## config.mk

```make
export PLATFORM = sky130hd
export DESIGN_NAME = bcd_stopwatch_ctrl
export DESIGN_NICKNAME = d
export VERILOG_FILES = /design/src/rtl/bcd_stopwatch_ctrl.sv
export SDC_FILE = /design/constraint.sdc
export NUM_CORES = 1
export LEC_CHECK = 0
export BUFFER_PORTS_ARGS = -buffer_cell sky130_fd_sc_hd__buf_2
export CAP_MARGIN = 20
export CORE_MARGIN = 2
export CORE_UTILIZATION = 55
export CTS_CLUSTER_SIZE = 16
export DETAILED_ROUTE_END_ITERATION = 10
export PLACE_DENSITY = 0.78
export RECOVER_POWER = 50
export SLEW_MARGIN = 20
export SYNTH_ARGS = -nofsm -noshare
export SYNTH_HDL_FRONTEND = slang
export SYNTH_SLANG_ARGS = --single-unit
```

## constraint.sdc

```tcl
create_clock -name clck -period 7.25 [get_ports clck]
set_input_delay 1.0875 -clock clck [delete_from_list [all_inputs] [get_ports clck]]
set_output_delay 1.0875 -clock clck [all_outputs]
set_load 0.01 [all_outputs]
```

## src/rtl/bcd_stopwatch_ctrl.sv

```systemverilog
// Button debounce plus two-digit BCD up/down stopwatch counter feeding the 7-segment driver.
// Optional build macro HOLD_AT_LIMIT_EN: saturate at 99/00 and stop instead of wrapping.
module bcd_stopwatch_ctrl #(
  parameter int unsigned TICK_DIV        = 25000000,
  parameter int unsigned DEBOUNCE_CYCLES = 250000
) (
  input  logic       clck,
  input  logic       rst,
  input  logic [3:0] button,
  output logic [3:0] digit_0,
  output logic [3:0] digit_1,
  output logic       running,
  output logic       count_dir,
  output logic       tick,
  output logic [3:0] btn_pulse
);

  localparam int unsigned PS_W = (TICK_DIV > 2) ? $clog2(TICK_DIV) : 1;
  localparam int unsigned DB_W = (DEBOUNCE_CYCLES > 1) ? $clog2(DEBOUNCE_CYCLES) : 1;
  localparam logic [PS_W-1:0] PS_LAST = PS_W'(TICK_DIV - 1);
  localparam logic [DB_W-1:0] DB_LAST = DB_W'(DEBOUNCE_CYCLES - 1);

  typedef enum logic {IDLE, RUN} state_t;

  logic [3:0]      sync1, sync2, db_lvl, db_q;
  logic [DB_W-1:0] db_cnt [4];
  state_t          state, state_nxt;
  logic [PS_W-1:0] presc, presc_nxt;
  logic [3:0]      ones_nxt, tens_nxt;
  logic            tick_nxt, dir_nxt, step_evt, step;
  logic            at_limit, lands_limit;

  // Synchronize, debounce and edge-detect each button independently
  always_ff @(posedge clck or posedge rst) begin
    if (rst) begin
      sync1     <= '0;
      sync2     <= '0;
      db_lvl    <= '0;
      db_q      <= '0;
      btn_pulse <= '0;
      for (int i = 0; i < 4; i++) db_cnt[i] <= '0;
    end else begin
      sync1     <= button;
      sync2     <= sync1;
      db_q      <= db_lvl;
      btn_pulse <= db_lvl & ~db_q;
      for (int i = 0; i < 4; i++) begin
        if (sync2[i] == db_lvl[i]) begin
          db_cnt[i] <= '0;
        end else if (db_cnt[i] == DB_LAST) begin
          db_lvl[i] <= sync2[i];
          db_cnt[i] <= '0;
        end else begin
          db_cnt[i] <= db_cnt[i] + DB_W'(1);
        end
      end
    end
  end

  always_ff @(posedge clck or posedge rst) begin
    if (rst) begin
      state     <= IDLE;
      presc     <= '0;
      digit_0   <= '0;
      digit_1   <= '0;
      tick      <= 1'b0;
      count_dir <= 1'b1;
    end else begin
      state     <= state_nxt;
      presc     <= presc_nxt;
      digit_0   <= ones_nxt;
      digit_1   <= tens_nxt;
      tick      <= tick_nxt;
      count_dir <= dir_nxt;
    end
  end

  assign running = (state == RUN);

  always_comb begin
    state_nxt   = state;
    presc_nxt   = presc;
    ones_nxt    = digit_0;
    tens_nxt    = digit_1;
    tick_nxt    = 1'b0;
    dir_nxt     = count_dir ^ btn_pulse[2];
    step_evt    = (state == RUN) && (presc == PS_LAST);
    step        = (state == RUN) ? step_evt : btn_pulse[3];
    at_limit    = 1'b0;
    lands_limit = 1'b0;

    if (state == RUN) presc_nxt = step_evt ? '0 : presc + PS_W'(1);

    if (btn_pulse[0]) begin
      state_nxt = (state == IDLE) ? RUN : IDLE;
      if (state == IDLE) presc_nxt = '0;
    end

    if (btn_pulse[1]) begin
      // Clear overrides any step landing in the same cycle
      ones_nxt  = 4'd0;
      tens_nxt  = 4'd0;
      presc_nxt = '0;
    end else if (step) begin
      if (count_dir) begin
        if (digit_0 >= 4'd9) begin
          ones_nxt = 4'd0;
          tens_nxt = (digit_1 >= 4'd9) ? 4'd0 : digit_1 + 4'd1;
        end else begin
          ones_nxt = digit_0 + 4'd1;
        end
      end else begin
        if (digit_0 == 4'd0) begin
          ones_nxt = 4'd9;
          tens_nxt = (digit_1 == 4'd0) ? 4'd9 : digit_1 - 4'd1;
        end else begin
          ones_nxt = digit_0 - 4'd1;
        end
      end
      tick_nxt = 1'b1;
`ifdef HOLD_AT_LIMIT_EN
      at_limit    = count_dir ? (digit_1 == 4'd9 && digit_0 == 4'd9)
                              : (digit_1 == 4'd0 && digit_0 == 4'd0);
      lands_limit = count_dir ? (tens_nxt == 4'd9 && ones_nxt == 4'd9)
                              : (tens_nxt == 4'd0 && ones_nxt == 4'd0);
      if (at_limit) begin
        ones_nxt = digit_0;
        tens_nxt = digit_1;
        tick_nxt = 1'b0;
      end else if (lands_limit && state == RUN) begin
        state_nxt = IDLE;
      end
`endif
    end
  end

endmodule
```

==> results of run 1 <==
## cell type report
| cell class | count | area share (%) |
|---|---|---|
| clock buffer | 21 | 6.60 |
| clock inverter | 10 | 2.26 |
| inverter | 16 | 0.881 |
| multi-input combinational | 440 | 40.2 |
| sequential | 128 | 46.0 |
| tap | 140 | 2.52 |
| timing repair buffer | 21 | 1.49 |
## flip-flops by register name, indices dropped and copies added, names as in the netlist, 4 cells and up
name       cells
sync1          4
btn_pulse      4
digit_1        4
db_q           4
db_cnt        72
presc         25
db_lvl         4
sync2          4
digit_0        4
## power by group through the flow
stage / Clock, mW / Combinational [mW] / Sequential (mW)
final: 0.884 / 0.0313 / 0.729
after global routing: 0.930 / 0.0374 / 0.730
after CTS: 0.899 / 0.0332 / 0.729
after detailed placement: 0 / 0.0328 / 0.741
after global placement: 0 / 0.0312 / 0.741
after floorplan: 0 / 0.0248 / 0.740
## synthesized netlist by cell type, drive strengths merged, types with 7 or more instances
cell type,number,area (um2)
dfrtp,127,3180
nor2,116,435
xor2,54,473
nand3,39,195
xnor2,39,342
nand2,33,124
nand4,20,125
inv,16,60.1
and4,15,135
and3,14,87.6
ha,13,163
nor4,11,98.8
clkbuf,10,58.8
nor3,9,45.0
o21ai,8,43.8
nor2b,7,43.8
## worst reg2reg max path, delay by kind of cell, from the launching register on
family / cells / cell delay, ns
DFF: 1 / 0.41
AOI/OAI and AO/OA: 1 / 0.81
and+or+nand+nor: 4 / 1.48
## stage by stage
step / hold WS, ns / worst slack (ns) / cells / power (mW)
floorplan: 0.331 / 2.75 / 600 / 0.765
global placement: 0.334 / 4.66 / 745 / 0.772
detailed placement: 0.336 / 4.61 / 745 / 0.774
CTS: 0.348 / 4.70 / 776 / 1.66
global route: 0.350 / 3.84 / 776 / 1.70
finish: 0.346 / 4.37 / 776 / 1.64
## path summary, 6_finish.rpt
| path | from | endpoint | slack [ns] |
|---|---|---|---|
| worst max register to register | presc[10] | presc[4] | 4.38 |
| max in group clck | presc[10] | presc[4] | 4.38 |
| worst min register to register | sync1[0] | sync2[0] | 0.35 |
| worst max-delay path | rst | db_cnt[14] | 4.37 |
| min in group asynchronous | rst | presc[5] | 1.16 |
| worst min-delay path | sync1[0] | sync2[0] | 0.35 |
## metal layers
layer	vias to the layer above	GRT usage (%)	routed length, um
met2	89	34.9	5640
met4	0	7.78	97
li1	2102	-	-
met3	9	5.29	465
met5	-	0	0
met1	2128	27.1	5180
## logic make-up after synthesis
family,after synthesis
AOI/OAI and AO/OA,31
xor gates and xnor gates,93
adders and majority gates,13
buffers and inverters,32
DFF,128
muxes,7
and+or+nand+nor,296
==> flow_results.xml, run 1 <==
<?xml version="1.0" encoding="UTF-8"?>
<metrics>
  <group name="clock_network">
    <metric name="cts_buf_count" unit="">17</metric>
    <metric name="deepest_level_of_the_cts_h_tree" unit="">4</metric>
    <metric name="clk_transition_reported_paths" unit="ns">0.05</metric>
    <metric name="clock_insertion_delay_worst_skew" unit="ns">0.52</metric>
    <metric name="number_of_setup_buffers_added_after_cts" unit="">0</metric>
    <metric name="clockBufferDepth" unit="">2</metric>
    <metric name="tritoncts" unit="">built</metric>
    <metric name="root_buffer" unit="">sky130_fd_sc_hd__clkbuf_8</metric>
    <metric name="cts.sinks" unit="">128</metric>
    <metric name="postCtsHoldBufs" unit="">0</metric>
    <metric name="cts_resized" unit="">0</metric>
  </group>
  <group name="synth">
    <metric name="synth-adder-area-share" unit="%">2.63</metric>
    <metric name="synth-xor-area-share" unit="%">13.2</metric>
    <metric name="ys_async_sr_fraction" unit="%">100</metric>
    <metric name="yosys-mux-area-fraction" unit="%">1.23</metric>
    <metric name="netlist_instances" unit="">600</metric>
    <metric name="synth-seq-cells" unit="">128</metric>
    <metric name="yosysWarningCount" unit="">0</metric>
    <metric name="synth_top_family_by_area" unit="">simple AND/OR/NAND/NOR gates</metric>
    <metric name="netlist_area" unit="um2">6190</metric>
    <metric name="ys_dominant_reg_cell" unit="">sky130_fd_sc_hd__dfrtp_1</metric>
    <metric name="synth_fp_nets" unit="">619</metric>
    <metric name="synth_enable_flop_cells" unit="">0</metric>
    <metric name="area_share_of_and_or_nand_nor_cells_after_synthesis" unit="%">25.0</metric>
    <metric name="proportion_of_synthesized_chip_area_in_sequential_cells" unit="%">51.8</metric>
    <metric name="yosys.cell_types.count" unit="">60</metric>
    <metric name="synthesis.area_per_instance" unit="um2">10.3</metric>
    <metric name="post_synthesis_compound_gate_area_fraction" unit="%">3.50</metric>
  </group>
  <group name="global_route">
    <metric name="grt_antenna_before_repair" unit="">0</metric>
    <metric name="pin_count_of_the_biggest_net_entering_global_routing" unit="">76</metric>
    <metric name="grt_first_pass_wirelength" unit="um">20000</metric>
    <metric name="globalRoute.totalOverflow" unit="">0</metric>
    <metric name="via_count_of_the_first_global_routing_pass" unit="">4394</metric>
    <metric name="grt.total_usage" unit="%">21.2</metric>
  </group>
  <group name="drt">
    <metric name="drt-vias-per-instance" unit="">5.58</metric>
    <metric name="via_count" unit="">4328</metric>
    <metric name="initial_drt_markers" unit="">302</metric>
    <metric name="routed_wirelength" unit="um">11400</metric>
    <metric name="post-route-drc-count" unit="">0</metric>
    <metric name="antenna_left" unit="">0</metric>
    <metric name="avgRoutedWirePerCell" unit="um">14.7</metric>
    <metric name="detail_route.first_pass.iterations" unit="">5</metric>
  </group>
  <group name="sta">
    <metric name="worst-slew-pin-transition" unit="ns">2.22</metric>
    <metric name="timing.slew.headroom" unit="%">-48.8</metric>
    <metric name="finalSetupTns" unit="ns">0</metric>
    <metric name="final_min_period_over_clock_period" unit="%">39.8</metric>
    <metric name="timing.clock.skew" unit="ns">0.0120</metric>
    <metric name="finish_stage_setup_viols" unit="">0</metric>
    <metric name="post-route-min-period" unit="ns">2.88</metric>
    <metric name="hold_violations" unit="">0</metric>
    <metric name="report.final.slew_viol_count" unit="">74</metric>
    <metric name="rsz_0062_raised_after_global_routing" unit="">no</metric>
    <metric name="achievable-frequency" unit="MHz">347</metric>
  </group>
  <group name="layout">
    <metric name="layout_common_cells" unit="">sky130_fd_sc_hd__dfrtp_1 (127), sky130_fd_sc_hd__nor2_1 (116), sky130_fd_sc_hd__xor2_1 (54), sky130_fd_sc_hd__nand3_1 (39), sky130_fd_sc_hd__xnor2_1 (39)</metric>
    <metric name="insertedDiodeCount" unit="">0</metric>
    <metric name="drive_gt1_share" unit="%">10.4</metric>
    <metric name="finish.net_count" unit="">643</metric>
    <metric name="finish.instance_area" unit="um2">6960</metric>
    <metric name="fill_cells" unit="">848</metric>
    <metric name="post_route_utilization" unit="%">63.9</metric>
    <metric name="ff_latch_area" unit="um2">3200</metric>
    <metric name="multiInputGateArea" unit="um2">2800</metric>
    <metric name="most_common_cell_after_layout_fill_and_taps_aside" unit="">sky130_fd_sc_hd__dfrtp_1</metric>
    <metric name="area.growth.synth_to_final" unit="%">12.5</metric>
  </group>
  <group name="placed_design">
    <metric name="port_buffers" unit="">20</metric>
    <metric name="dp.final_hpwl" unit="um">7310</metric>
    <metric name="routabilityCongestion" unit="">0.818</metric>
    <metric name="place_area" unit="um2">6370</metric>
  </group>
  <group name="run_status">
    <metric name="violations" unit="">max-capacitance violations, max-slew violations</metric>
    <metric name="run_status" unit="">finished with violations</metric>
  </group>
  <group name="worst_setup_path">
    <metric name="slowest_delay" unit="ns">1.25</metric>
    <metric name="timing.critical_path.max_delay_family" unit="">buffers and inverters</metric>
    <metric name="critical_path.slowest_cell" unit="">sky130_fd_sc_hd__clkinvlp_2</metric>
    <metric name="reg2reg_depth" unit="">5</metric>
    <metric name="critical_path_at" unit="ns">3.40</metric>
    <metric name="worstPathRequired" unit="ns">7.77</metric>
    <metric name="critical_setup_path_kind" unit="">primary input to async pin</metric>
    <metric name="timing.critical_path.to_type" unit="">async pin</metric>
    <metric name="path_cells" unit="">buf_2 &gt; clkinvlp_2 &gt; buf_4</metric>
    <metric name="critPathBufInv" unit="">3</metric>
    <metric name="crit_path_start_kind" unit="">primary input</metric>
    <metric name="cp_max_fo" unit="">75</metric>
    <metric name="crit_cells" unit="">3</metric>
  </group>
  <group name="floorplanning">
    <metric name="design.die.area" unit="um2">12100</metric>
    <metric name="die_y" unit="um">110</metric>
    <metric name="core-area" unit="um2">10900</metric>
    <metric name="start_util" unit="%">56.8</metric>
    <metric name="number_of_i_o_pins" unit="">21</metric>
    <metric name="die_w" unit="um">110</metric>
    <metric name="core.rowCount" unit="">38</metric>
  </group>
  <group name="power_and_ir_drop">
    <metric name="ratio_of_total_power_to_cell_area" unit="nW/um2">236</metric>
    <metric name="power.leakage" unit="nW">3.20</metric>
    <metric name="combPwrFrac" unit="%">1.9</metric>
    <metric name="swShare" unit="%">20.1</metric>
    <metric name="portion_of_total_power_attributed_to_sequential_cells" unit="%">44.3</metric>
    <metric name="clkPwrFrac" unit="%">53.8</metric>
    <metric name="ir_drop" unit="V">0.000153</metric>
    <metric name="p_int" unit="mW">1.31</metric>
    <metric name="net-switching-power" unit="mW">0.331</metric>
  </group>
  <group name="worst_hold_path">
    <metric name="path_type_of_the_worst_min_delay_path" unit="">register to register</metric>
    <metric name="worst_hold_path.num_cells" unit="">0</metric>
  </group>
  <group name="flow_run">
    <metric name="timing.max_cap.violations" unit="">2</metric>
  </group>
</metrics>
Power figures use the tool's default switching activity.
==> run 2, diff against run 1 <==
==> constraint.sdc (replaced) <==
create_clock -name clck -period 2.9 [get_ports clck]
set_input_delay 0.435 -clock clck [delete_from_list [all_inputs] [get_ports clck]]
set_output_delay 0.435 -clock clck [all_outputs]
set_load 0.01 [all_outputs]
==> run 2 against run 1 <==
Compared with the run above:
- the run still ends with max-capacitance violations, max-slew violations left
- clock skew down 0.0021 ns
- largest power group unchanged
- largest cell class unchanged
- critical endpoint is now digit_1[3]
- register-to-register slack worse by 3.8 ns
- routed wire length about the same
- total power up 140%
- global-route usage up 0.33 points
- final cell count up 1.4%
- clock power up 140%
- worst setup slack worse by 3.8 ns
- core utilization up 0.78 points
==> flow_results.xml, run 2 (synthesized netlist as in run 1, its figures left out) <==
<?xml version="1.0" encoding="UTF-8"?>
<metrics>
  <group name="sta">
    <metric name="achievable-frequency" unit="MHz">434</metric>
    <metric name="final_min_period_over_clock_period" unit="%">79.5</metric>
    <metric name="report.final.slew_viol_count" unit="">41</metric>
    <metric name="worst-slew-pin-transition" unit="ns">1.68</metric>
    <metric name="finish_stage_setup_viols" unit="">0</metric>
    <metric name="timing.slew.headroom" unit="%">-12.9</metric>
    <metric name="post-route-min-period" unit="ns">2.31</metric>
    <metric name="timing.clock.skew" unit="ns">0.00989</metric>
    <metric name="finalSetupTns" unit="ns">0</metric>
    <metric name="worst_slack" unit="ns">0.593</metric>
    <metric name="rsz_0062_raised_after_global_routing" unit="">no</metric>
    <metric name="hold_violations" unit="">0</metric>
  </group>
  <group name="worst_setup_path">
    <metric name="cp_max_fo" unit="">9</metric>
    <metric name="timing.critical_path.max_delay_family" unit="">simple AND/OR/NAND/NOR gates</metric>
    <metric name="path_cells" unit="">inv_1 &gt; ha_1 &gt; or3b_1 &gt; a31oi_1 &gt; and2_2 &gt; a21o_1 &gt; mux2_1</metric>
    <metric name="critPathBufInv" unit="">1</metric>
    <metric name="critical_path.slowest_cell" unit="">sky130_fd_sc_hd__dfrtp_1</metric>
    <metric name="timing.critical_path.to_type" unit="">register</metric>
    <metric name="worstPathRequired" unit="ns">3.31</metric>
    <metric name="critical_setup_path_kind" unit="">register to register</metric>
    <metric name="crit_path_start_kind" unit="">register</metric>
    <metric name="critical_path_at" unit="ns">2.72</metric>
    <metric name="slowest_delay" unit="ns">0.48</metric>
  </group>
  <group name="clock_network">
    <metric name="cts_buf_count" unit="">17</metric>
    <metric name="deepest_level_of_the_cts_h_tree" unit="">4</metric>
    <metric name="number_of_setup_buffers_added_after_cts" unit="">0</metric>
    <metric name="clk_transition_reported_paths" unit="ns">0.06</metric>
    <metric name="clockBufferDepth" unit="">2</metric>
    <metric name="cts.sinks" unit="">128</metric>
    <metric name="clock_insertion_delay_worst_skew" unit="ns">0.53</metric>
    <metric name="tritoncts" unit="">built</metric>
    <metric name="root_buffer" unit="">sky130_fd_sc_hd__clkbuf_8</metric>
  </group>
  <group name="layout">
    <metric name="largest_register_ff_count" unit="">72</metric>
    <metric name="area.growth.synth_to_final" unit="%">13.8</metric>
    <metric name="layout_common_cells" unit="">sky130_fd_sc_hd__dfrtp_1 (127), sky130_fd_sc_hd__nor2_1 (116), sky130_fd_sc_hd__xor2_1 (54), sky130_fd_sc_hd__nand3_1 (39), sky130_fd_sc_hd__xnor2_1 (39)</metric>
    <metric name="finish.net_count" unit="">653</metric>
    <metric name="registers.top_by_ff_count" unit="">db_cnt</metric>
    <metric name="drive_gt1_share" unit="%">12.4</metric>
    <metric name="most_common_cell_after_layout_fill_and_taps_aside" unit="">sky130_fd_sc_hd__dfrtp_1</metric>
    <metric name="ff_latch_area" unit="um2">3200</metric>
    <metric name="top_regs" unit="">db_cnt x72, presc x25</metric>
    <metric name="insertedDiodeCount" unit="">0</metric>
    <metric name="multiInputGateArea" unit="um2">2820</metric>
    <metric name="fill_cells" unit="">844</metric>
  </group>
  <group name="power_and_ir_drop">
    <metric name="ir_drop" unit="V">0.000460</metric>
    <metric name="ratio_of_total_power_to_cell_area" unit="nW/um2">571</metric>
    <metric name="fin_total_pwr" unit="mW">4.03</metric>
    <metric name="power.leakage" unit="nW">3.23</metric>
  </group>
  <group name="floorplanning">
    <metric name="die_y" unit="um">110</metric>
    <metric name="die_w" unit="um">110</metric>
    <metric name="core.rowCount" unit="">38</metric>
    <metric name="start_util" unit="%">56.8</metric>
    <metric name="number_of_i_o_pins" unit="">21</metric>
    <metric name="design.die.area" unit="um2">12100</metric>
    <metric name="core-area" unit="um2">10900</metric>
  </group>
  <group name="drt">
    <metric name="routed_wirelength" unit="um">11400</metric>
    <metric name="antenna_left" unit="">0</metric>
    <metric name="avgRoutedWirePerCell" unit="um">14.5</metric>
    <metric name="initial_drt_markers" unit="">214</metric>
    <metric name="via_count" unit="">4312</metric>
    <metric name="detail_route.first_pass.iterations" unit="">4</metric>
    <metric name="post-route-drc-count" unit="">0</metric>
    <metric name="drt-vias-per-instance" unit="">5.48</metric>
  </group>
  <group name="global_route">
    <metric name="via_count_of_the_first_global_routing_pass" unit="">4503</metric>
    <metric name="grt.total_usage" unit="%">21.5</metric>
    <metric name="pin_count_of_the_biggest_net_entering_global_routing" unit="">49</metric>
    <metric name="globalRoute.totalOverflow" unit="">0</metric>
    <metric name="grt_first_pass_wirelength" unit="um">20100</metric>
    <metric name="grt_antenna_before_repair" unit="">0</metric>
  </group>
  <group name="run_status">
    <metric name="run_status" unit="">finished with violations</metric>
    <metric name="violations" unit="">max-capacitance violations, max-slew violations</metric>
  </group>
  <group name="placed_design">
    <metric name="routabilityCongestion" unit="">0.795</metric>
    <metric name="dp.final_hpwl" unit="um">7530</metric>
    <metric name="placement.setup.worst_slack" unit="ns">0.647</metric>
    <metric name="port_buffers" unit="">20</metric>
  </group>
  <group name="worst_hold_path">
    <metric name="path_type_of_the_worst_min_delay_path" unit="">primary input to async pin</metric>
  </group>
  <group name="flow_run">
    <metric name="timing.max_cap.violations" unit="">1</metric>
  </group>
</metrics>
run 2: changes by cell type in the layout (fill, tap and decap cells not counted), moves of 3 or more:
cell | before | now
sky130_fd_sc_hd__clkinv_4 | 1 | 5
sky130_fd_sc_hd__clkbuf_8 | 4 | 1
sky130_fd_sc_hd__buf_4 | 1 | 5
sky130_fd_sc_hd__clkbuf_1 | 4 | 0
sky130_fd_sc_hd__clkinv_2 | 4 | 1
sky130_fd_sc_hd__dlygate4sd3_1 | 0 | 4
sky130_fd_sc_hd__clkbuf_2 | 0 | 3
sky130_fd_sc_hd__clkinvlp_4 | 0 | 4
run 2: power breakdown:
| group | internal [mW] | leakage [nW] | total [mW] | switching [mW] |
|---|---|---|---|---|
| registers | 1.81 | 1.76 | 1.82 | 0.0153 |
| clock network | 1.32 | 0.281 | 2.12 | 0.804 |
| logic | 0.0232 | 1.19 | 0.0842 | 0.0610 |
| total | 3.15 | 3.23 | 4.03 | 0.881 |
run 2: stage by stage:
step,utilization [%],hold WS (ns),cell area [um2],instances
global placement,59.1,0.334,6440,751
CTS,65.0,0.111,7080,787
detailed placement,59.1,0.338,6440,751
global route,64.7,0.364,7050,787
floorplan,-,0.331,6190,600
finish,64.7,0.302,7050,787
run 2: cell type report:
type	count	share of cell area [%]
Clock inverter	15	2.65
Tap cell	140	2.49
Inverter	16	0.870
Clock buffer	17	5.88
Timing Repair Buffer	31	2.66
Multi-Input combinational cell	440	40.0
Sequential cell	128	45.5
run 2: path summary, 6_finish.rpt:
check / start / slack (ns) / endpoint / depth (start not counted)
min: rst / 0.30 / tick / 2
min reg2reg: sync1[1] / 0.35 / sync2[1] / 0
min in group clck: sync1[1] / 0.35 / sync2[1] / 0
max reg2reg: digit_0[0] / 0.59 / digit_1[3] / 7
max in group asynchronous: rst / 0.84 / db_lvl[3] / 3
max: digit_0[0] / 0.59 / digit_1[3] / 7
run 2: routing by layer:
| metal | vias up | GRT usage [%] | routed length [um] |
|---|---|---|---|
| met5 | - | 0 | 0 |
| met4 | 0 | 7.14 | 143 |
| met3 | 17 | 6.70 | 453 |
| met2 | 77 | 35.6 | 5730 |
| met1 | 2104 | 26.8 | 5080 |
| li1 | 2114 | - | - |
run 2: what timing repair did:
item	4_1_cts	5_1_grt
endpoints found under the hold margin	4	0
hold buffers	4	0
gates resized for setup	0	0
